## config.mk

```make
export PLATFORM = sky130hd
export DESIGN_NAME = ps2_receiver
export DESIGN_NICKNAME = d
export VERILOG_FILES = /design/src/rtl/ps2_receiver.sv
export SDC_FILE = /design/constraint.sdc
export NUM_CORES = 1
export LEC_CHECK = 0
export ABC_AREA = 1
export CAP_MARGIN = 20
export CORE_MARGIN = 2
export CORE_UTILIZATION = 40
export DETAILED_ROUTE_END_ITERATION = 7
export PLACE_DENSITY = 0.61
export SLEW_MARGIN = 20
export SYNTH_ARGS = -nofsm -noshare
export SYNTH_HDL_FRONTEND = slang
export SYNTH_SLANG_ARGS = --single-unit
```

## constraint.sdc

```tcl
create_clock -name clk -period 2 [get_ports clk]
set_input_delay 0.5 -clock clk [delete_from_list [all_inputs] [get_ports clk]]
set_output_delay 0.5 -clock clk [all_outputs]
set_load 0.02 [all_outputs]
```

## src/rtl/ps2_receiver.sv

```systemverilog
// ps2_receiver: synchronized, glitch-filtered PS/2 device-to-host byte receiver
// with odd-parity/stop-bit checking and an inter-edge timeout.
module ps2_receiver #(
    parameter int FILTER_LEN     = 8,
    parameter int TIMEOUT_CYCLES = 50000
) (
    input  logic       clk,
    input  logic       reset,
    input  logic       ps2_clk,
    input  logic       ps2_data,
    output logic [7:0] scan_code,
    output logic       scan_ready,
    output logic       frame_error
);
    localparam int FW = $clog2(FILTER_LEN + 1);
    localparam int TW = $clog2(TIMEOUT_CYCLES + 1);
    typedef enum logic {IDLE, RECEIVE} state_t;
    state_t          state_q, state_d;
    logic [1:0]      pclk_q, pclk_d, pdat_q, pdat_d;
    logic            filt_q, filt_d, par_q, par_d, ready_q, ready_d, err_q, err_d;
    logic [FW-1:0]   fcnt_q, fcnt_d;
    logic [3:0]      bit_cnt_q, bit_cnt_d;
    logic [7:0]      shift_q, shift_d, code_q, code_d;
    logic [TW-1:0]   to_q, to_d;
    logic            fall, sdat;
    always_comb begin
        pclk_d    = {pclk_q[0], ps2_clk};
        pdat_d    = {pdat_q[0], ps2_data};
        sdat      = pdat_q[1];
        fcnt_d    = '0;
        filt_d    = filt_q;
        fall      = 1'b0;
        // filtered level flips on the FILTER_LEN-th consecutive differing sample
        if (pclk_q[1] != filt_q) begin
            if (fcnt_q == FW'(FILTER_LEN - 1)) begin
                filt_d = pclk_q[1];
                fall   = filt_q;
            end else begin
                fcnt_d = fcnt_q + 1'b1;
            end
        end
        state_d   = state_q;
        bit_cnt_d = bit_cnt_q;
        shift_d   = shift_q;
        par_d     = par_q;
        code_d    = code_q;
        ready_d   = 1'b0;
        err_d     = 1'b0;
        to_d      = (fall || state_q == IDLE) ? '0 : to_q + 1'b1;
        if (state_q == IDLE) begin
            if (fall && !sdat) begin
                state_d   = RECEIVE;
                bit_cnt_d = 4'd1;
                shift_d   = '0;
            end
        end else if (fall) begin
            if (bit_cnt_q <= 4'd8) begin
                shift_d   = {sdat, shift_q[7:1]};
                bit_cnt_d = bit_cnt_q + 4'd1;
            end else if (bit_cnt_q == 4'd9) begin
                par_d     = sdat;
                bit_cnt_d = bit_cnt_q + 4'd1;
            end else begin
                state_d   = IDLE;
                bit_cnt_d = '0;
                ready_d   = sdat && ^{shift_q, par_q};
                err_d     = !ready_d;
                code_d    = ready_d ? shift_q : code_q;
            end
        end else if (to_q == TW'(TIMEOUT_CYCLES)) begin
            state_d   = IDLE;
            bit_cnt_d = '0;
            shift_d   = '0;
            err_d     = 1'b1;
            to_d      = '0;
        end
    end
    always_ff @(posedge clk) begin
        if (reset) begin
            pclk_q    <= 2'b11;
            pdat_q    <= 2'b11;
            filt_q    <= 1'b1;
            fcnt_q    <= '0;
            state_q   <= IDLE;
            bit_cnt_q <= '0;
            shift_q   <= '0;
            par_q     <= 1'b0;
            to_q      <= '0;
            code_q    <= '0;
            ready_q   <= 1'b0;
            err_q     <= 1'b0;
        end else begin
            pclk_q    <= pclk_d;
            pdat_q    <= pdat_d;
            filt_q    <= filt_d;
            fcnt_q    <= fcnt_d;
            state_q   <= state_d;
            bit_cnt_q <= bit_cnt_d;
            shift_q   <= shift_d;
            par_q     <= par_d;
            to_q      <= to_d;
            code_q    <= code_d;
            ready_q   <= ready_d;
            err_q     <= err_d;
        end
    end
    assign scan_code   = code_q;
    assign scan_ready  = ready_q;
    assign frame_error = err_q;
endmodule

```

==> flow_summary.json, run 1 <==
{
  "nets": 368,
  "r2r_setup_slack_ns": 0.27,
  "rows": 28,
  "fp.dieH_um": 81.68,
  "rsz0062_at_grt": "false",
  "pwr-share-clk": 0.359,
  "syn_area_um2": 2414,
  "dieWidth_um": 81.68,
  "arrival_ns": 1.29,
  "max_stage_delay_ns": 0.62,
  "layout_setup_ws_ns": 0.2095,
  "finalCritPeriodShare": 0.8952,
  "holdCritPathClass": "register to register",
  "worstReg2RegEnd": "scan_code[6]$_SDFFE_PP0P_",
  "grt_max_degree": 17,
  "cp_max_fo": 2,
  "finalSetupViolCount": 0,
  "status": "complete, no violations",
  "reg2reg_depth": 13,
  "tritoncts": "done",
  "vias": 2050,
  "avgSynthCellArea_um2": 7.141,
  "dp_hpwl_um": 3566,
  "drive_gt1_frac": 0.08380,
  "antenna_left": 0,
  "slew_headroom": 0.6352,
  "grt_usage": 0.1528,
  "clock-sinks": 49,
  "synth-compound-area-share": 0.05547,
  "dr.pass1.iters": 4,
  "cts_root_buf": "clkbuf_8",
  "grt_antenna_before_repair": 0,
  "powerDensity_nw_per_um2": 576.1,
  "grt_pass1_wl_um": 7879,
  "holdWs_ns": 0.4154,
  "start_kind": "register",
  "combPwrFrac": 0.018,
  "routed_via_density": 4.734,
  "clk_pin_slew_ns": 0.08,
  "drv_cap": 0,
  "worstHoldStart": "pclk_q[0]$_SDFF_PP1_",
  "netlist_top_cells_count": "nand2_1 (74), nor2_1 (74), dfxtp_1 (49), inv_1 (35), nand3_1 (17)",
  "ioPinCount": 14,
  "fin_crit_ns": 1.790,
  "slowest_stage": "clkdlybuf4s50_1",
  "cp.required_ns": 1.50,
  "synth_edf_count": 0,
  "cts.path.max_buffers": 2,
  "r2r_start": "fcnt_q[0]$_SDFF_PP0_",
  "power_frac_seq": 0.623,
  "synth_area_leader_cell": "dfxtp_1",
  "die_area_um2": 6672,
  "syn2layout_area_growth_pct": 13.58,
  "cts_hold_buffers": 0,
  "cts_buffers": 5,
  "gp_congestion": 0.8131,
  "coreArea_um2": 5886,
  "synth-seq-cells": 49,
  "drt-initial-drc-count": 101,
  "yosys.area_share.simple": 0.3857,
  "synth_top_cell_area_share": 0.4064,
  "ys_types": 33,
  "synthCells": 338,
  "path_cells": "clkdlybuf4s50_1",
  "crit_family": "buffers and inverters",
  "clk_latency_ns": 0.29,
  "synth_top_family_by_area": "simple AND/OR/NAND/NOR gates",
  "async_flop_share": 0,
  "fin_util": 0.4658,
  "wl_per_cell_um": 10.76,
  "report.final.slew_viol_count": 0,
  "num_antenna_cells": 0,
  "p_sw_w": 0.0003130,
  "internal_power_w": 0.001266,
  "swShare": 0.1982,
  "muxShareOfSynthArea": 0,
  "cp.buffers_inverters": 1,
  "syn-num-nets": 348,
  "synth_xor_xnor_area_share": 0.04717,
  "wirelength_um": 4657,
  "crit_path_end_kind": "output pin",
  "max_slew.worst_pin.slew_ns": 0.5465,
  "grt_remaining_overflow": 0,
  "dp_slack_ns": 0.2197,
  "leakage_nw": 1.166,
  "drc": 0,
  "hold-path-endpoint": "pclk_q[1]$_SDFF_PP1_",
  "htreeDepth": 2,
  "ys_seq_area_frac": 0.4064,
  "crit_type": "register to output pin",
  "fmax_ghz": 0.5585,
  "tns_ns": 0,
  "io_buffers": 13,
  "synth_ff_type": "dfxtp_1",
  "hold_path_depth": 1,
  "fin_area_um2": 2741,
  "synthTopCellsByArea": "dfxtp_1 (41%), nand2_1 (12%), nor2_1 (12%)",
  "placed_cell_area_um2": 2648,
  "clock_skew_ns": 0.005473,
  "irDropWorstVdd_mv": 0.2511,
  "grt_pass1_vias": 1835,
  "finalHoldViolCount": 0,
  "yosys.area_share.adder": 0.03110,
  "start_util": 0.4101,
  "synth_warnings": 0
}
[state kept, by name (all words and copies together) (netlist names)]
signal,flops
shift_q,8
bit_cnt_q,4
pdat_q,2
to_q,16
scan_code,8
state_q,1
scan_ready,1
frame_error,1
filt_q,1
fcnt_q,4
par_q,1
pclk_q,2
[routing by layer]
layer	track usage	routed length, µm
met5	0	0
met4	0.07333	117
met3	0.03187	111
met2	0.2648	2230
met1	0.1798	2198
[final cells by class]
cell class,count,area (µm²)
Clock buffer,7,86.33
Timing Repair Buffer,18,167.7
Tap cell,75,93.84
Fill cell,625,3144
Sequential cell,49,980.9
Inverter,39,151.4
Multi-Input combinational cell,245,1261
[timing repair]
item,in CTS,in global routing
buffers inserted,0,0
setup endpoints to repair,0,5
gates resized for setup,0,1
hold endpoints to repair,0,0
[cell usage in the layout, fill, tap and decap left out, drive strengths merged]
master	instances
nor2	79
ha	6
nor3b	2
o22ai	1
nor4	1
buf	5
or2	4
nor3	11
inv	39
clkdlybuf4s50	13
nand4	9
a21oi	8
xor2	8
nand3b	2
xnor2	5
nand3	18
dfxtp	49
and3	1
o21ai	13
clkbuf	7
nand2	76
o31ai	1
[metrics by stage]
stage,instances,power (W)
2_1_floorplan,338,0.001021
3_5_place_dp,426,0.001036
5_1_grt,433,0.001652
4_1_cts,433,0.001610
3_3_place_gp,426,0.001036
6_report,433,0.001579
[cell families after synthesis]
logic type / after synthesis
fa+ha+maj: 6
xor+xnor: 13
flops: 49
simple gates: 203
buf+inv: 44
compound gates: 23
[worst reg2reg max path: stages (launching register included)]
cell and delay (ns):
dfxtp_1 0.36, ha_1 0.18, nand2_1 0.07, inv_2 0.07, nand2_2 0.06, nor2_4 0.10
nand2_4 0.10, nor2_8 0.12, inv_4 0.08, nor2_8 0.15, inv_4 0.07, nor2_8 0.16
nor2_1 0.06, nor2_1 0.10
[power by group through the flow]
stage	clock network, W	registers (W)	logic, W
after floorplan	0	0.00100	0.0000164
after global placement	0	0.00101	0.0000287
after detailed placement	0	0.00101	0.0000292
after CTS	0.000597	0.000984	0.0000292
after global routing	0.000635	0.000985	0.0000320
final	0.000567	0.000984	0.0000285
[worst max-delay path by stage]
| stage | from | to | slack [ns] | cells after the start |
|---|---|---|---|---|
| finish | scan_code[7]$_SDFFE_PP0P_ | scan_code[7] | 0.21 | 1 |
| global route | fcnt_q[0]$_SDFF_PP0_ | to_q[11]$_SDFF_PP0_ | 0.05 | 11 |
| CTS | scan_code[7]$_SDFFE_PP0P_ | scan_code[7] | 0.18 | 1 |
| detailed placement | fcnt_q[0]$_SDFF_PP0_ | shift_q[0]$_SDFFE_PP0P_ | 0.22 | 10 |
| global placement | fcnt_q[0]$_SDFF_PP0_ | shift_q[0]$_SDFFE_PP0P_ | 0.22 | 10 |
| floorplan | fcnt_q[0]$_SDFF_PP0_ | shift_q[0]$_SDFFE_PP0P_ | 0.37 | 11 |
No activity file was read; power rests on OpenSTA's default activity.
==> inputs of run 2 (changes only) <==
Settings changed: CORE_UTILIZATION 40 to 31, PLACE_DENSITY 0.61 to 0.51.
==> run 2 against run 1 <==
  * Fmax is 2.0% higher
  * Clock skew about the same
  * Largest cell class unchanged
  * Clock power grew 2%
  * Hold slack got worse by 0.0014 ns
==> flow_summary.json, run 2 (synthesis gave the netlist of run 1 again) <==
{
  "antenna_left": 0,
  "wirelength_um": 4749,
  "fmax_ghz": 0.5699,
  "status": "complete, no violations",
  "clk_pin_slew_ns": 0.08,
  "drc": 0,
  "htreeDepth": 2,
  "slowest_stage": "dfxtp_1",
  "grt_pass1_wl_um": 8618,
  "io_buffers": 13,
  "path_cells": "inv_1 > ha_1 > a21oi_1 > nand2_1 > nor2_8 > inv_4 > nor2_8 > nor2_1 > nor2_1",
  "cts.path.max_buffers": 2,
  "coreArea_um2": 7647,
  "rsz0062_at_grt": "false",
  "clock-sinks": 49,
  "drive_gt1_frac": 0.08659,
  "cp.required_ns": 2.24,
  "dp_hpwl_um": 3605,
  "syn2layout_area_growth_pct": 15.03,
  "crit_path_end_kind": "register",
  "layout_setup_ws_ns": 0.2453,
  "powerDensity_nw_per_um2": 572.2,
  "grt_pass1_vias": 1958,
  "dp_cells": 453,
  "drt-initial-drc-count": 86,
  "report.final.slew_viol_count": 0,
  "cts_root_buf": "clkbuf_8",
  "power_frac_seq": 0.620,
  "cp.buffers_inverters": 2,
  "finalHoldViolCount": 0,
  "p_total_w": 0.001589,
  "fp.dieH_um": 92.24,
  "max_slew.worst_pin.slew_ns": 0.5551,
  "clock_skew_ns": 0.005885,
  "p_sw_w": 0.0003219,
  "combPwrFrac": 0.018,
  "ioPinCount": 14,
  "cp_max_fo": 9,
  "tritoncts": "done",
  "regMostFlops": "to_q",
  "holdWs_ns": 0.4140,
  "vias": 2035,
  "grt_antenna_before_repair": 0,
  "grt_usage": 0.1250,
  "crit_type": "register to register",
  "swShare": 0.2026,
  "fin_crit_ns": 1.755,
  "start_kind": "register",
  "wl_per_cell_um": 10.32,
  "finalCritPeriodShare": 0.8773,
  "die_area_um2": 8507,
  "arrival_ns": 1.99,
  "mostFrequentLayoutCells": "nand2_1 (74), nor2_1 (74), dfxtp_1 (48), inv_1 (35), nand3_1 (17)",
  "leakage_nw": 1.166,
  "max_stage_delay_ns": 0.39,
  "start_util": 0.3156,
  "slew_headroom": 0.6294,
  "dp_slack_ns": 0.2110,
  "crit_family": "simple AND/OR/NAND/NOR gates",
  "cts_buffers": 5,
  "largest_register_ffs": 16,
  "drv_cap": 0,
  "dieWidth_um": 92.24,
  "holdCritPathClass": "register to register",
  "gp_congestion": 0.8553,
  "internal_power_w": 0.001267,
  "tns_ns": 0,
  "nets": 368,
  "rows": 32,
  "pwr-share-clk": 0.363,
  "routed_via_density": 4.424,
  "irDropWorstVdd_mv": 0.2599,
  "finalSetupViolCount": 0,
  "dr.pass1.iters": 4,
  "fin_cells": 460,
  "grt_max_degree": 17,
  "clk_latency_ns": 0.30,
  "grt_remaining_overflow": 0,
  "num_antenna_cells": 0
}
==> run 2: timing repair <==
action | CTS | global route
hold buffers | 0 | 0
endpoints found under the setup margin | 0 | 8
setup buffers | 0 | 0
resized for setup | 0 | 2
==> run 2: final cells by class <==
cell class                      instances  area, µm²
Clock buffer                            7      86.33
Multi-Input combinational cell        245       1261
Timing Repair Buffer                   18      167.7
Sequential cell                        49      982.2
Inverter                               39      151.4
Fill cell                             811       4871
Tap cell                              102      127.6
==> run 2: path summary, 6_finish.rpt <==
path | to | depth (start not counted) | slack (ns) | from
worst min register to register | pdat_q[1]$_SDFF_PP1_ | 1 | 0.41 | pdat_q[0]$_SDFF_PP1_
worst max-delay path | scan_code[2]$_SDFFE_PP0P_ | 9 | 0.25 | bit_cnt_q[0]$_SDFFE_PP0P_
worst max register to register | scan_code[2]$_SDFFE_PP0P_ | 9 | 0.25 | bit_cnt_q[0]$_SDFFE_PP0P_
worst min-delay path | pdat_q[1]$_SDFF_PP1_ | 1 | 0.41 | pdat_q[0]$_SDFF_PP1_
==> run 2: layer usage <==
metal  wire length (µm)  global-route usage
met1               2314              0.1475
met2               2286              0.2243
met3                 81             0.02465
met4                 67             0.04478
met5                  0                   0
==> run 2: stage by stage <==
step | util | area (µm²)
4_1_cts | 0.3619 | 2768
5_1_grt | 0.3631 | 2776
2_1_floorplan | - | 2414
6_report | 0.3631 | 2776
3_5_place_dp | 0.3506 | 2681
3_3_place_gp | 0.3506 | 2681
==> run 2: power groups by stage <==
stage               sequential, W  clock, W  combinational, W
floorplan                 0.00100         0         0.0000164
global placement          0.00101         0         0.0000294
detailed placement        0.00101         0         0.0000294
CTS                      0.000984  0.000616         0.0000297
global route             0.000985  0.000649         0.0000321
finish                   0.000984  0.000576         0.0000285
==> inputs of run 3 (changes only) <==
Settings changed: HOLD_SLACK_MARGIN set to 0.05, PLACE_DENSITY 0.51 to unset.
==> run 3 against run 2 <==
  * Combinational power increased by 5%
  * Flip-flop and latch count is the same
  * Critical path depth up 1
  * Sequential power barely moved
  * Critical endpoint is now shift_q[0]$_SDFFE_PP0P_
  * Register-to-register slack worse by 0.07 ns
  * Fmax shrank 4.0%
  * Die area did not move
  * Global-route usage decreased by 0.54 points
  * First-iteration DRC count is 7.0% higher
  * Clock power increased by 27%
==> flow_summary.json, run 3 (synthesis gave the netlist of run 1 again) <==
{
  "status": "complete, no violations",
  "report.final.slew_viol_count": 0,
  "tns_ns": 0,
  "routed_via_density": 4.466,
  "drive_gt1_frac": 0.09669,
  "cts_hold_buffers": 0,
  "hold-path-endpoint": "pdat_q[1]$_SDFF_PP1_",
  "slowest_stage": "dfxtp_1",
  "cp_max_fo": 16,
  "rows": 32,
  "wirelength_um": 4668,
  "dr.pass1.iters": 6,
  "finalCritPeriodShare": 0.9141,
  "max_slew.worst_pin.slew_ns": 0.4912,
  "finalSetupViolCount": 0,
  "die_area_um2": 8507,
  "cp.required_ns": 2.20,
  "syn2layout_area_growth_pct": 17.00,
  "coreArea_um2": 7647,
  "clock-sinks": 49,
  "holdCritPathClass": "register to register",
  "dieWidth_um": 92.24,
  "cts_buffers": 5,
  "fmax_ghz": 0.5470,
  "hold_path_depth": 1,
  "htreeDepth": 2,
  "finalHoldViolCount": 0,
  "wl_per_cell_um": 10.06,
  "fin_crit_ns": 1.828,
  "grt_remaining_overflow": 0,
  "internal_power_w": 0.001400,
  "nets": 371,
  "tritoncts": "done",
  "ioPinCount": 14,
  "fin_util": 0.3693,
  "post_cts_resized": 0,
  "grt_pass1_vias": 1939,
  "clk_latency_ns": 0.31,
  "max_stage_delay_ns": 0.36,
  "slew_headroom": 0.6721,
  "io_buffers": 13,
  "fp.dieH_um": 92.24,
  "swShare": 0.1980,
  "drc": 0,
  "grt_antenna_before_repair": 0,
  "dp_cells": 456,
  "p_sw_w": 0.0003455,
  "antenna_left": 0,
  "arrival_ns": 2.03,
  "pwr-share-clk": 0.419,
  "num_antenna_cells": 0,
  "grt_usage": 0.1196,
  "dp_hpwl_um": 3582,
  "clk_pin_slew_ns": 0.09,
  "worstReg2RegEnd": "shift_q[0]$_SDFFE_PP0P_",
  "power_frac_seq": 0.564,
  "crit_type": "register to register",
  "start_kind": "register",
  "cts.path.max_buffers": 2,
  "gp_congestion": 0.8581,
  "r2r_setup_slack_ns": 0.17,
  "leakage_nw": 1.192,
  "grt_pass1_wl_um": 8217,
  "drv_cap": 0,
  "reg2reg_depth": 10,
  "rsz0062_at_grt": "false",
  "powerDensity_nw_per_um2": 618.1,
  "drt-initial-drc-count": 92,
  "combPwrFrac": 0.017,
  "fin_cells": 464,
  "irDropWorstVdd_mv": 0.2770,
  "largest_register_ffs": 16,
  "crit_path_end_kind": "register",
  "clock_skew_ns": 0.01130,
  "r2r_start": "fcnt_q[0]$_SDFF_PP0_",
  "regMostFlops": "to_q",
  "path_cells": "ha_1 > nand2_1 > inv_2 > nand2_2 > nor2_4 > nand2_4 > o21ai_4 > nand3_2 > o21ai_0 > nor2_1",
  "grt_max_degree": 17,
  "vias": 2072,
  "mostFrequentLayoutCells": "nand2_1 (74), nor2_1 (74), dfxtp_1 (49), inv_1 (35), nand3_1 (17)",
  "worstHoldStart": "pdat_q[0]$_SDFF_PP1_",
  "cts_root_buf": "clkbuf_8",
  "start_util": 0.3156,
  "post_cts_buffers": 0,
  "filler_cell_count": 794
}
[run 3: cell type report]
cell class / count / area [µm²] / share of cell area
Inverter: 39 / 151.4 / 0.05361
Tap cell: 102 / 127.6 / 0.04519
Clock inverter: 2 / 37.54 / 0.01329
Timing Repair Buffer: 21 / 190.2 / 0.06735
Multi-Input combinational cell: 245 / 1254 / 0.4440
Sequential cell: 49 / 980.9 / 0.3474
Clock buffer: 6 / 82.58 / 0.02924
[run 3: how the worst max path moves through the flow]
stage          slack [ns]  cells after the start                       to                 start
6_report             0.17                     10  shift_q[0]$_SDFFE_PP0P_  fcnt_q[0]$_SDFF_PP0_
5_1_grt              0.03                     10  shift_q[0]$_SDFFE_PP0P_  fcnt_q[0]$_SDFF_PP0_
4_1_cts              0.17                     10  shift_q[0]$_SDFFE_PP0P_  fcnt_q[0]$_SDFF_PP0_
3_5_place_dp         0.19                     10  shift_q[0]$_SDFFE_PP0P_  fcnt_q[0]$_SDFF_PP0_
3_3_place_gp         0.25                     10  shift_q[3]$_SDFFE_PP0P_  fcnt_q[0]$_SDFF_PP0_
2_1_floorplan        0.37                     11  shift_q[0]$_SDFFE_PP0P_  fcnt_q[0]$_SDFF_PP0_
[run 3: power groups by stage]
stage	clock [W]	combinational [W]	sequential, W
2_1_floorplan	0	0.0000164	0.00100
3_3_place_gp	0	0.0000300	0.00101
3_5_place_dp	0	0.0000300	0.00101
4_1_cts	0.000760	0.0000300	0.000984
5_1_grt	0.000799	0.0000336	0.000985
6_report	0.000732	0.0000298	0.000984
[run 3: through the flow]
step	setup slack (ns)	power [W]	instance area [µm²]	hold WS (ns)
3_5_place_dp	0.1929	0.001037	2704	0.3982
6_report	0.1718	0.001745	2824	0.4154
2_1_floorplan	0.3714	0.001021	2414	0.3895
5_1_grt	0.03075	0.001818	2824	0.4372
4_1_cts	0.1672	0.001775	2824	0.4207
3_3_place_gp	0.2487	0.001037	2704	0.3967
[run 3: critical path: cells and delay by family (launching register included)]
family | cells | cell delay (ns)
DFF | 1 | 0.36
buffers and inverters | 1 | 0.07
adders and majority gates | 1 | 0.18
and+or+nand+nor | 6 | 0.69
AOI/OAI and AO/OA | 2 | 0.43
[run 3: routing by layer]
| metal | global-route usage | wire length [µm] |
|---|---|---|
| met1 | 0.1381 | 2189 |
| met2 | 0.2145 | 2311 |
| met3 | 0.02958 | 95 |
| met4 | 0.04104 | 71 |
| met5 | 0 | 0 |
==> RTL change (settings of run 3) <==
Register the output `frame_error` once more; this adds one clock of latency there. The other outputs are not delayed to match.
--- a/src/rtl/ps2_receiver.sv
+++ b/src/rtl/ps2_receiver.sv
@@ -108,3 +108,5 @@
     assign scan_ready  = ready_q;
-    assign frame_error = err_q;
+    always_ff @(posedge clk) begin
+        frame_error <= err_q;
+    end
 endmodule
Formal check against the unedited RTL: same outputs for any inputs over 10 cycles, from zero or initial values and one cycle with reset high; that may be too few to reach the edited logic, so the function may still have changed.
==> RTL change against run 3 <==
  * Sequential share of layout area grew 1.0 points
  * Routed wire length shrank 2.0%
  * Sequential cell count grew 1
  * Synthesized area grew 0.83%
  * Setup slack gained 0.029 ns
  * First-iteration DRC count grew 17%
  * Power shrank 10%
  * Hold slack lost 0.083 ns
  * Final area shrank 0.84%
  * Synthesized cell count grew 0.30%
  * Critical endpoint is now shift_q[5]
  * Largest cell class unchanged
  * Largest power group unchanged
==> RTL change: results (changes against run 3) <==
- Commonest cells in the synthesized netlist: 74 x nand2_1, 74 x nor2_1, 50 x dfxtp_1
* Diode count: 0 (unchanged)
- The first-pass detailed-route iteration total came to 4 (-2).
- The peak supply drop is 0.000226 V (-19%).
- Most instantiated flip-flop cell in the synthesis netlist: dfxtp_1
- After clock tree synthesis, the clock-pin slew on the worst setup and hold paths is 0.08 ns.
- Initial antenna violation count: 0 (unchanged)
- The routed length on met3 was 99 um (+4.2%).
- The worst clock skew came to 0.00471 ns (-0.00659 ns).
* Filler cell count: 811 (+2.1%)
- Register bank with the most flops: to_q
- The highest layer touched by signal routing is met4.
* First-pass GRT wire length: 7.93 mm (-3.5%)
- The number of global-route vias before repair is 1,888 (-2.6%).
- Number of clock buffers inserted by TritonCTS: 5 (unchanged)
- The global placement routability congestion came to 0.835 (-2.7%).
- The timing-limited maximum frequency came to 556 MHz (+1.6%).
- The yosys synthesis warning count was 0 (unchanged).
* Resized cells post-CTS: 0 (unchanged)
* Cell family contributing the most delay on the critical path: simple AND/OR/NAND/NOR gates
- Ratio of cells with drive above 1 in the final layout: 0.0884 (-0.00829)
- The run finished with clean final reports.
- All-layer global routing usage: 0.113 (-0.00627)
- Signal arrival time at the worst endpoint: 1.99 ns (-0.04 ns)
- The fraction of synthesis flops using an asynchronous set or reset pin is 0 (unchanged).
* Leakage power total: 1.18 nW (-0.93%)
* Seq/Total Area, Yosys: 0.411 (+0.00488)
- The maximum buffer depth of the clock tree is 2 (unchanged).
- Net count, final: 372 (+0.27%)
- The worst slew slack as a fraction of its limit came to 0.663 (-0.00919).
- Highest fanout seen on the critical path: 16 (unchanged)
- The largest individual stage delay along the critical path comes from the cell dfxtp_1.
- Total length of routed wires: 4.57 mm (-2.0%)
- Ranked by total cell area, the synthesized netlist is headed by dfxtp_1 41%, nand2_1 11%, nor2_1 11%, inv_1 5.4%, nand3_1 3.5%.
- The total of buffers placed on input and output ports was 13 (unchanged).
* Clock insertion delay at the later pin of the skew report: 0.29 ns (-0.02 ns)
- Setup Buffers After CTS: 0 (unchanged)
* Met1 layer wirelength in the final routing: 2.22 mm (+1.5%)
- Max reg flops: 16 (unchanged)
- The net count of the mapped netlist is 349 (+0.29%).
- Delay of the slowest cell on the worst path: 0.36 ns (about the same)
- Post-synthesis cell type count: 33 (unchanged)
* Max-cap viol count: 0 (unchanged)
* Number of violations reported at the end of detailed-routing iteration 0: 108 (+17%)
- Via count normalized by instance count: 4.36 (-2.4%)
- Half-perimeter wire length of the detailed placement result: 3.56 mm (-0.54%)
- Met2 Routed Length: 2.22 mm (-4.1%)
* Type of the most critical hold path: register to register
* Buffer cell driving the clock tree root: clkbuf_8
* Largest net degree at the start of global routing: 17 (unchanged)
* CTS H-tree depth: 2 (unchanged)
==> RTL change: cell count changes after synthesis <==
cell / run 3 / this run
dfxtp_1: 49 / 50
==> RTL change: per-stage QoR <==
step	cells	worst slack, ns	total power [W]	cell area [sq um]	util
floorplan	339	0.371	0.00104	2430	-
global placement	457	0.279	0.00106	2720	0.356
detailed placement	457	0.212	0.00106	2720	0.356
CTS	464	0.185	0.00160	2800	0.366
global route	464	0.0389	0.00164	2800	0.366
finish	464	0.201	0.00157	2800	0.366
==> RTL change: metal layers <==
layer	GRT usage	vias to the layer above
li1	-	1110
met1	0.133	895
met2	0.206	15
met3	0.0269	2
met4	0.0299	0
met5	0	-
==> RTL change: report_power, final <==
| group | switching [W] | leakage [nW] | total (W) | internal, W |
|---|---|---|---|---|
| sequential | 0.00000500 | 0.404 | 0.00100 | 0.000999 |
| combinational | 0.0000151 | 0.739 | 0.0000295 | 0.0000144 |
| clock | 0.000296 | 0.0383 | 0.000537 | 0.000241 |
| total | 0.000316 | 1.18 | 0.00157 | 0.00125 |
==> RTL change: kinds of logic after synthesis <==
group / share of synthesized area
xor+xnor: 0.0468
compound gates: 0.0550
buf+inv: 0.0735
flops: 0.411
fa+ha+maj: 0.0308
simple gates: 0.383
==> RTL change: final timing paths <==
path                                start     endpoint  slack, ns  depth (start not counted)
worst min-delay path                err_q  frame_error       0.33                          0
worst max-delay path            fcnt_q[0]   shift_q[5]       0.20                         10
worst min register to register      err_q  frame_error       0.33                          0
worst max register to register  fcnt_q[0]   shift_q[5]       0.20                         10
==> RTL change: final cells by class <==
class,count,area share
multi-input combinational,245,0.448
sequential,50,0.357
timing repair buffer,21,0.0679
inverter,39,0.0541
tap,102,0.0456
clock buffer,7,0.0273
